File: src/rtl/dma_cmd_queue.sv
// Command FIFO between the control unit and the DMA engine: filters malformed
// commands, issues one command at a time and counts completions.
module dma_cmd_queue #(
   parameter int DEPTH = 4,
   parameter int CMD_W = 128
) (
   input  logic                     clk,
   input  logic                     rst_n,
   input  logic [CMD_W-1:0]         in_cmd,
   input  logic                     in_valid,
   output logic                     in_ready,
   output logic [CMD_W-1:0]         dma_cmd,
   output logic                     dma_cmd_valid,
   input  logic                     dma_cmd_ready,
   input  logic                     dma_cmd_done,
   output logic [$clog2(DEPTH):0]   count,
   output logic                     busy,
   output logic [15:0]              done_count,
   output logic                     err,
   input  logic                     err_clr
);

   localparam int PW = $clog2(DEPTH);
   localparam int CW = PW + 1;

   typedef enum logic [1:0] {
      IDLE      = 2'd0,
      ISSUE     = 2'd1,
      WAIT_DONE = 2'd2
   } state_t;

   // Only LOAD/STORE of class 03 with a non-empty tile is forwarded.
   function automatic logic cmd_ok(input logic [7:0] cls, input logic [7:0] op,
                                   input logic [11:0] rows, input logic [11:0] cols);
      logic op_ok;
      op_ok = (op == 8'h01) || (op == 8'h02);
      return (cls == 8'h03) && op_ok && (rows != 12'h000) && (cols != 12'h000);
   endfunction

   state_t             state_r;
   state_t             state_s;
   logic [PW-1:0]      wr_ptr_r;
   logic [PW-1:0]      rd_ptr_r;
   logic [CW-1:0]      count_r;
   logic [15:0]        done_count_r;
   logic               err_r;
   logic [CMD_W-1:0]   mem_r [DEPTH];

   logic               accept_s;
   logic               legal_s;
   logic               push_s;
   logic               reject_s;
   logic               pop_s;
   logic               done_hit_s;

   assign in_ready   = (count_r < CW'(DEPTH));
   assign accept_s   = in_valid && in_ready;
   assign legal_s    = cmd_ok(in_cmd[127:120], in_cmd[119:112], in_cmd[51:40], in_cmd[39:28]);
   assign push_s     = accept_s && legal_s;
   assign reject_s   = accept_s && !legal_s;
   assign pop_s      = (state_r == ISSUE) && dma_cmd_ready;
   assign done_hit_s = (state_r == WAIT_DONE) && dma_cmd_done;

   // State register.
   always_ff @(posedge clk) begin
      if (!rst_n) begin
         state_r <= IDLE;
      end else begin
         state_r <= state_s;
      end
   end

   // Next-state logic; done pulses outside WAIT_DONE fall through unused.
   always_comb begin
      state_s = state_r;
      case (state_r)
         IDLE: begin
            if (count_r != {CW{1'b0}}) state_s = ISSUE;
            else                       state_s = IDLE;
         end
         ISSUE: begin
            if (dma_cmd_ready) state_s = WAIT_DONE;
            else               state_s = ISSUE;
         end
         WAIT_DONE: begin
            if (dma_cmd_done) state_s = IDLE;
            else              state_s = WAIT_DONE;
         end
         default: state_s = IDLE;
      endcase
   end

   // Pointers, occupancy, completion counter and sticky error flag.
   always_ff @(posedge clk) begin
      if (!rst_n) begin
         wr_ptr_r     <= {PW{1'b0}};
         rd_ptr_r     <= {PW{1'b0}};
         count_r      <= {CW{1'b0}};
         done_count_r <= 16'h0000;
         err_r        <= 1'b0;
      end else begin
         if (push_s) wr_ptr_r <= wr_ptr_r + PW'(1);
         if (pop_s)  rd_ptr_r <= rd_ptr_r + PW'(1);
         case ({push_s, pop_s})
            2'b10:   count_r <= count_r + CW'(1);
            2'b01:   count_r <= count_r - CW'(1);
            default: count_r <= count_r;
         endcase
         if (done_hit_s) done_count_r <= done_count_r + 16'h0001;
         if (reject_s)     err_r <= 1'b1;
         else if (err_clr) err_r <= 1'b0;
      end
   end

   // Storage array; contents are not cleared by reset.
   always_ff @(posedge clk) begin
      if (rst_n && push_s) begin
         mem_r[wr_ptr_r] <= in_cmd;
      end
   end

   assign dma_cmd       = (count_r == {CW{1'b0}}) ? {CMD_W{1'b0}} : mem_r[rd_ptr_r];
   assign dma_cmd_valid = (state_r == ISSUE);
   assign busy          = (state_r != IDLE) || (count_r != {CW{1'b0}});
   assign count         = count_r;
   assign done_count    = done_count_r;
   assign err           = err_r;

endmodule
File: config.mk
export PLATFORM = sky130hd
export DESIGN_NAME = dma_cmd_queue
export DESIGN_NICKNAME = d
export VERILOG_FILES = /design/src/rtl/dma_cmd_queue.sv
export SDC_FILE = /design/constraint.sdc
export NUM_CORES = 1
export LEC_CHECK = 0
export CAP_MARGIN = 0
export CORE_AREA = 8 8 215 217
export DETAILED_ROUTE_END_ITERATION = 10
export DIE_AREA = 0 0 223 225
export PLACE_DENSITY = 0.75
export SYNTH_ARGS = -nofsm -noshare
export SYNTH_HDL_FRONTEND = slang
export SYNTH_SLANG_ARGS = --single-unit
File: constraint.sdc
create_clock -name clk -period 14.2 [get_ports clk]
set_clock_uncertainty 0.2 [all_clocks]
set_input_delay 2.84 -clock clk [delete_from_list [all_inputs] [get_ports clk]]
set_output_delay 2.84 -clock clk [all_outputs]
set_load 0.02 [all_outputs]
==> reports/qor.yml, run 1 <==
outcome:
  status: "complete, no violations"
route:
  dr.pass1.iters: 5
  routedWlPerCell_um: 24.1
  ant_nets: 0
  wl_met3_mm: 3.30
  first_iter_violations: 795
  drc: 0
  highest_layer: "met5"
  wl_met2_mm: 22.6
  via_count: 10319
  wirelength_mm: 45.0
  drt-met1-wl_mm: 18.2
  routed_via_density: 5.52
hold_path:
  holdCritPathClass: "reg -> reg"
  whs_endpoint: "done_count[15]"
  worstHoldStart: "done_count[15]"
  min_path_cells: 2
worst_setup_path:
  rr_startpoint: "count[2]"
  path_cells: "buf_4, mux4_2, nor2b_1, clkdlybuf4s50_1"
  worstPathArrival_ps: 3900
  r2r_end: "mem_r[3][2]"
  rr_worst_depth: 6
  crit_path_max_incr_delay_ps: 970
  crit_slowest_cell: "dfxtp_4"
  cp_max_fo: 49
  critPathTopFamily: "buffers and inverters"
  start_kind: "flop"
  critPathKind: "reg -> out"
  worstPathRequired_ps: 11160
  reg2reg_slack_ps: 10650
  crit_buf_inv: 2
  end_kind: "output pin"
timing:
  report.final.slew_viol_count: 0
  maxSlewHeadroom_pct: 30.5
  fin_crit_ps: 6940
  rsz0062_at_grt: "false"
  timing.final.hold_violations: 0
  tightestPinTransition_ps: 1040
  max_freq_ghz: 0.144
  finalSetupTns_ps: 0
  setup_viol: 0
  whs_ps: 304
  fin_crit_sh_pct: 48.9
synthesis:
  synth_cells: 984
  yosys_warnings: 0
  synthSimpleGateAreaFrac_pct: 6.22
  synthXorXnorAreaFrac_pct: 0.550
  synth_compound_area_share_pct: 0.501
  synth_ff_type: "edfxtp_1"
  yosysTopAreaCellShare_pct: 74.2
  synth_sequential_area_ratio_pct: 76.9
  yosysMostFrequentCell: "edfxtp_1"
  synth.area.mux_share_pct: 14.1
  synth_area_um2: 20700
  synth_edf_count: 512
  ys_types: 40
  ys_top_cells_by_count: "edfxtp_1, nor2b_1, mux4_2"
  async_flop_share_pct: 0
  synth_area_per_cell_um2: 21.0
  synthTopCellsByArea: "edfxtp_1, mux4_2, nor2b_1, dfxtp_1, clkbuf_1"
  syn-num-nets: 1125
  synth_adder_area_share_pct: 0.459
  synth_top_cell_by_area: "edfxtp_1"
  synth_top_family_by_area: "multiplexers"
  yosys_register_bits: 540
clocking:
  cts_tree: "yes"
  clk_latency_ps: 560
  clock-sinks: 540
  cts_root_buffer: "clkbuf_16"
  cts_buffers: 51
  cts.htree.levels: 2
  ctsResizeCount: 0
  cts_hold_buf: 0
  clk_pin_slew_ps: 60
  postCtsSetupBuffers: 0
  cts_buffer_depth: 3
die:
  start_util_pct: 48.5
  core_area_um2: 42700
  fp.dieArea_um2: 50200
  die_h_um: 225
  die_w_um: 223
  ios: 285
  core.rowCount: 76
place:
  io_buffers: 284
  place_congestion: 0.714
  hpwl_mm: 28.5
global_routing:
  antenna_found_initial: 4
  first_global_vias: 10971
  grt_pass1_wl_mm: 67.9
  overflow: 0
  grt_use_total_pct: 17.7
  grt_max_degree: 72
final_layout:
  syn_to_final_growth_pct: 24.1
  layout.nets: 1430
  postLayoutCoreUtil_pct: 60.2
  drive_gt1_share_pct: 16.9
flow_run:
  cap_viol_max_count: 0
power_and_ir_drop:
  power.leakage_uw: 0.00780
  power_density_nw_per_um2: 118
  ir_drop_v: 0.0000927
per-layer routing:
metal	vias to the layer above	global-route usage (%)
met3	56	4.62
met5	-	0
li1	4569	-
met4	4	4.84
met1	5327	23.2
met2	363	29.4
cells by family after synthesis:
kind of cell,Yosys count
xor+xnor,13
mux,131
fa+ha+maj,7
simple gates,213
flops,540
buf+inv,61
compound gates,19
report_power, final:
| part | leakage, uW | total (uW) | switching (uW) | internal [uW] |
|---|---|---|---|---|
| sequential | 0.00483 | 1740 | 0.225 | 1740 |
| clock | 0.000738 | 1240 | 532 | 712 |
| combinational | 0.00224 | 60.5 | 26.5 | 34.0 |
tightest hold or removal path: stages (launching register included):
cell	delay (ps)
dfxtp_1	320
o31ai_1	70
a21oi_1	60
per-stage QoR:
step | area (um2) | std cells | setup WS [ps] | total power [uW]
4_1_cts | 25700 | 1868 | 7010 | 3080
3_3_place_gp | 24200 | 1782 | 7220 | 1830
2_1_floorplan | 20700 | 984 | 680 | 1780
5_1_grt | 25700 | 1869 | 6900 | 3140
6_report | 25700 | 1869 | 7260 | 3040
3_5_place_dp | 24200 | 1782 | 7160 | 1830
worst max-delay path by stage:
stage	cells past startpoint	slack, ps	end	startpoint
5_1_grt	4	6900	dma_cmd[0]	flop
3_3_place_gp	7	7220	mem_r[3][54]	in_cmd[120]
3_5_place_dp	7	7160	mem_r[3][54]	in_cmd[127]
2_1_floorplan	5	680	mem_r[0][0]	in_cmd[127]
4_1_cts	4	7010	dma_cmd[0]	flop
6_report	4	7260	dma_cmd[0]	flop
sequential cells by signal, indices dropped and copies added, names as in the netlist, named ones only:
name,flops
count,3
wr_ptr_r,2
mem_r,512
rd_ptr_r,2
state_r,2
done_count,16
err,1
layout make-up:
| type | count | area (um2) |
|---|---|---|
| diodes | 1 | 2.50 |
| clock buffers | 65 | 1370 |
| clock inverters | 21 | 146 |
| fillers | 3030 | 17000 |
| inverters | 11 | 41.3 |
| multi-input cells | 383 | 4540 |
| flip-flops and latches | 540 | 15900 |
| well taps | 546 | 683 |
| repair buffers | 302 | 2980 |
cell usage in the layout, fill, tap and decap left out, drive strengths merged, types with 12 or more instances in the layout:
cell | netlist | layout
buf | 22 | 18
clkbuf | 28 | 65
clkdlybuf4s50 | 0 | 284
clkinv | 0 | 18
dfxtp | 28 | 28
edfxtp | 512 | 512
mux4 | 128 | 128
nand2 | 13 | 13
nor2 | 18 | 18
nor2b | 130 | 130
xor2 | 12 | 12
(Power assumes the default switching activity.)
==> run 2, diff against run 1 <==
==> constraint.sdc (replaced) <==
create_clock -name clk -period 6.35 [get_ports clk]
set_clock_uncertainty 0.2 [all_clocks]
set_input_delay 1.27 -clock clk [delete_from_list [all_inputs] [get_ports clk]]
set_output_delay 1.27 -clock clk [all_outputs]
set_load 0.02 [all_outputs]
==> run 2 against run 1 <==
  * Flip-flop and latch count stayed put
  * Clock power is 150% higher
  * Non-clock buffer count is 4 lower
  * Register-to-register slack worse by 7300 ps
  * Via count is 0.47% higher
  * Critical endpoint is now dma_cmd[94]
  * Largest cell class unchanged
==> reports/qor.yml, run 2 (synthesis results as in run 1) <==
route:
  dr.pass1.iters: 4
  routedWlPerCell_um: 23.5
  drc: 0
  routed_via_density: 5.53
  first_iter_violations: 791
  ant_nets: 0
  wirelength_mm: 44.0
  via_count: 10367
outcome:
  status: "complete, no violations"
worst_setup_path:
  start_kind: "flop"
  worstPathArrival_ps: 3110
  cp_max_fo: 71
  end_kind: "output pin"
  rr_startpoint: "count[2]"
  critPathKind: "reg -> out"
  worstPathRequired_ps: 4880
die:
  die_h_um: 225
  core_area_um2: 42700
  core.rowCount: 76
  start_util_pct: 48.5
  ios: 285
  fp.dieArea_um2: 50200
  die_w_um: 223
clocking:
  cts_tree: "yes"
  clk_latency_ps: 580
  clk_pin_slew_ps: 60
  cts_hold_buf: 0
  cts.htree.levels: 2
  ctsResizeCount: 0
  cts_root_buffer: "clkbuf_16"
  cts_buffers: 53
  postCtsSetupBuffers: 0
  cts_buffer_depth: 3
  clock-sinks: 540
timing:
  rsz0062_at_grt: "false"
  maxSlewHeadroom_pct: 37.4
  timing.final.hold_violations: 0
  finalSetupTns_ps: 0
  report.final.slew_viol_count: 0
  tightestPinTransition_ps: 939
  fin_crit_sh_pct: 72.1
  fin_crit_ps: 4580
  max_freq_ghz: 0.218
  setup_viol: 0
final_layout:
  regMostFlops: "mem_r"
  largest_reg_flops: 512
  mostFrequentLayoutCells: "edfxtp_1, clkdlybuf4s50_1, nor2b_1, mux4_2, clkbuf_16"
  postLayoutCoreUtil_pct: 60.9
  layout.nets: 1428
  fin_area_um2: 26000
  drive_gt1_share_pct: 17.4
  antenna_cells: 0
  final_common_cell: "edfxtp_1"
  syn_to_final_growth_pct: 25.5
power_and_ir_drop:
  seqPwrFrac_pct: 54.7
  p_int_uw: 5800
  power_density_nw_per_um2: 274
  p_switching_uw: 1320
  ir_drop_v: 0.000215
  p_clk_share_pct: 43.4
  power.leakage_uw: 0.00793
  comb_power_share_pct: 1.9
  swShare_pct: 18.5
hold_path:
  holdCritPathClass: "reg -> reg"
  worstHoldStart: "wr_ptr_r[0]"
flow_run:
  cap_viol_max_count: 0
global_routing:
  first_global_vias: 10972
  overflow: 0
  antenna_found_initial: 0
  grt_pass1_wl_mm: 66.4
  grt_use_total_pct: 17.3
  grt_max_degree: 82
place:
  place_congestion: 0.743
  io_buffers: 284
  place_area_um2: 24300
  hpwl_mm: 26.3
-- run 2: cell types whose count changed in the layout (fill, tap and decap cells not counted), moves of 2 or more --
cell       before  now
bufinv_16       2    6
buf_4          18    7
buf_12          0    7
clkbuf_16      53   55
nor3_2          5    1
nor3_4          0    4
clkinv_2        5    8
clkbuf_1       12    9
-- run 2: final timing paths --
check	endpoint	slack, ps	depth (start not counted)
max	dma_cmd[94]	1770	4
min	wr_ptr_r[0]	310	2
max reg2reg	mem_r[2][25]	3350	5
min reg2reg	wr_ptr_r[0]	310	2
-- run 2: layer usage --
metal	track usage (%)	vias up	wire length (um)
li1	-	4576	-
met1	22.7	5386	18300
met2	28.8	357	21900
met3	4.42	48	3140
met4	4.59	0	692
met5	0	-	0
-- run 2: cell type report --
class / count / area, um2
inverter: 11 / 41.3
clock inverter: 31 / 307
tap: 546 / 683
fill: 2971 / 16700
sequential: 540 / 15900
multi-input combinational: 383 / 4560
timing repair buffer: 298 / 3040
clock buffer: 65 / 1420
-- run 2: worst max-delay path: stages (launching register included) --
cell and delay, ps:
dfxtp_4 800, buf_12 470, mux4_2 270, nor2b_1 260, clkdlybuf4s50_1 690
-- run 2: through the flow --
step | power [uW] | hold slack (ps) | worst slack [ps] | std cells
after floorplan | 3980 | 268 | -1720 | 984
after global routing | 7320 | 339 | 1600 | 1874
after CTS | 7190 | 307 | 1680 | 1874
after global placement | 4100 | 286 | 1400 | 1778
final | 7120 | 307 | 1770 | 1874
after detailed placement | 4100 | 292 | 1340 | 1778
-- run 2: power groups by stage --
| stage | clock network, uW | registers (uW) | logic, uW |
|---|---|---|---|
| after floorplan | 0 | 3970 | 7.25 |
| after global placement | 0 | 3970 | 129 |
| after detailed placement | 0 | 3970 | 135 |
| after CTS | 3160 | 3890 | 136 |
| after global routing | 3280 | 3890 | 145 |
| final | 3090 | 3890 | 136 |
==> run 3, diff against run 2 <==
==> constraint.sdc (replaced) <==
create_clock -name clk -period 3.9 [get_ports clk]
set_clock_uncertainty 0.2 [all_clocks]
set_input_delay 0.78 -clock clk [delete_from_list [all_inputs] [get_ports clk]]
set_output_delay 0.78 -clock clk [all_outputs]
set_load 0.02 [all_outputs]
==> run 3 against run 2 <==
  * Die area unchanged
  * Critical path type unchanged
  * Critical endpoint is now dma_cmd[71]
  * Critical path depth is 1 higher
  * Combinational power increased by 71%
  * Hold slack lost 15 ps
  * Flip-flop and latch count unchanged
  * Global-route usage up 0.38 points
  * Worst setup slack got worse by 1600 ps
  * Core utilization increased by 1.2 points
  * Design area increased by 1.9%
  * First-iteration DRC count grew 0.13%
  * Routed wire length increased by 2.5%
  * Non-clock buffer count grew 29
==> reports/qor.yml, run 3 (synthesis results as in run 1) <==
timing:
  max_freq_ghz: 0.268
  timing.final.hold_violations: 0
  report.final.slew_viol_count: 0
  setup_ws_ps: 171
  maxSlewHeadroom_pct: 60.2
  fin_crit_ps: 3730
  rsz0062_at_grt: "false"
  tightestPinTransition_ps: 596
  fin_crit_sh_pct: 95.6
  setup_viol: 0
place:
  place_area_um2: 24800
  hpwl_mm: 28.9
  dp_slack_ps: 52.0
  place_congestion: 0.750
  io_buffers: 284
  post-place-cells: 1807
power_and_ir_drop:
  power_density_nw_per_um2: 435
  ir_drop_v: 0.000332
  power.leakage_uw: 0.00814
  p_total_uw: 11500
global_routing:
  overflow: 0
  grt_use_total_pct: 17.7
  grt_max_degree: 91
  antenna_found_initial: 4
  grt_pass1_wl_mm: 67.7
  first_global_vias: 11082
clocking:
  clock-sinks: 540
  cts_tree: "yes"
  clk_pin_slew_ps: 60
  cts_buffer_depth: 3
  cts.htree.levels: 2
  cts_buffers: 51
  cts_root_buffer: "clkbuf_16"
  postCtsSetupBuffers: 0
  clk_latency_ps: 570
final_layout:
  fin_cells: 1904
  drive_gt1_share_pct: 19.1
  layout.nets: 1455
  final_common_cell: "edfxtp_1"
  fin_area_um2: 26500
  mostFrequentLayoutCells: "edfxtp_1, clkdlybuf4s50_1, nor2b_1, mux4_2, clkbuf_16"
  syn_to_final_growth_pct: 27.9
  largest_reg_flops: 512
  regMostFlops: "mem_r"
worst_setup_path:
  cp_max_fo: 29
  critPathTopFamily: "buffers and inverters"
  crit_slowest_cell: "clkdlybuf4s50_1"
  end_kind: "output pin"
  start_kind: "flop"
  worstPathArrival_ps: 2750
  path_cells: "buf_12, buf_6, mux4_2, nor2b_1, clkdlybuf4s50_1"
  critPathKind: "reg -> out"
  crit_path_max_incr_delay_ps: 580
  crit_buf_inv: 3
  worstPathRequired_ps: 2920
route:
  ant_nets: 0
  drc: 0
  wirelength_mm: 45.1
  via_count: 10458
  routed_via_density: 5.49
  routedWlPerCell_um: 23.7
  first_iter_violations: 792
  dr.pass1.iters: 7
die:
  core_area_um2: 42700
  core.rowCount: 76
  start_util_pct: 48.5
  die_h_um: 225
  fp.dieArea_um2: 50200
  ios: 285
  die_w_um: 223
flow_run:
  cap_viol_max_count: 0
outcome:
  status: "complete, no violations"
hold_path:
  holdCritPathClass: "reg -> reg"
-- run 3: per-layer routing --
metal	global-route usage (%)	up-vias	routed length, um
met5	0	-	0
met1	23.3	5393	18700
met2	28.3	363	22100
met3	5.05	67	3250
met4	5.69	0	1030
li1	-	4635	-
-- run 3: worst reg2reg max path: cells and delay by family, from the launching register on --
kind                   cells  cell delay, ps
buffers and inverters      2             530
flip-flops                 1             400
AND/OR/NAND/NOR            4            1130
-- run 3: stage by stage --
step           utilization (%)  hold WS (ps)  TNS [ps]
2_1_floorplan                -           268   -780670
3_3_place_gp              58.1           258         0
3_5_place_dp              58.1           280         0
4_1_cts                   62.0           288         0
5_1_grt                   62.1           309         0
6_report                  62.1           292         0
-- run 3: timing repair --
action                                 in CTS  in global routing
gates resized for setup                     0                  3
setup endpoints to repair                   0                 11
hold buffers                                0                  0
endpoints found under the hold margin       0                  0
-- run 3: where the power goes --
group	total (uW)	switching [uW]	internal, uW	leakage [uW]
sequential	6340	0.808	6340	0.00483
combinational	233	105	128	0.00249
clock	4950	2000	2960	0.000822
total	11500	2100	9420	0.00814
-- run 3: layout make-up --
cell class              instances  area [um2]
well taps                     546         683
inverters                      11        41.3
clock buffers                  66        1390
fillers                      2895       16200
repair buffers                327        3530
multi-input cells             383        4600
diodes                          4        10.0
flip-flops and latches        540       15900
clock inverters                27         299
-- run 3: worst paths after layout --
path                                     start        endpoint  slack (ps)  cells past startpoint
worst min register to register  done_count[15]  done_count[15]         290                      2
worst max register to register        count[2]    mem_r[0][67]        1220                      6
worst max-delay path                      flop     dma_cmd[71]         170                      5
worst min-delay path            done_count[15]  done_count[15]         290                      2
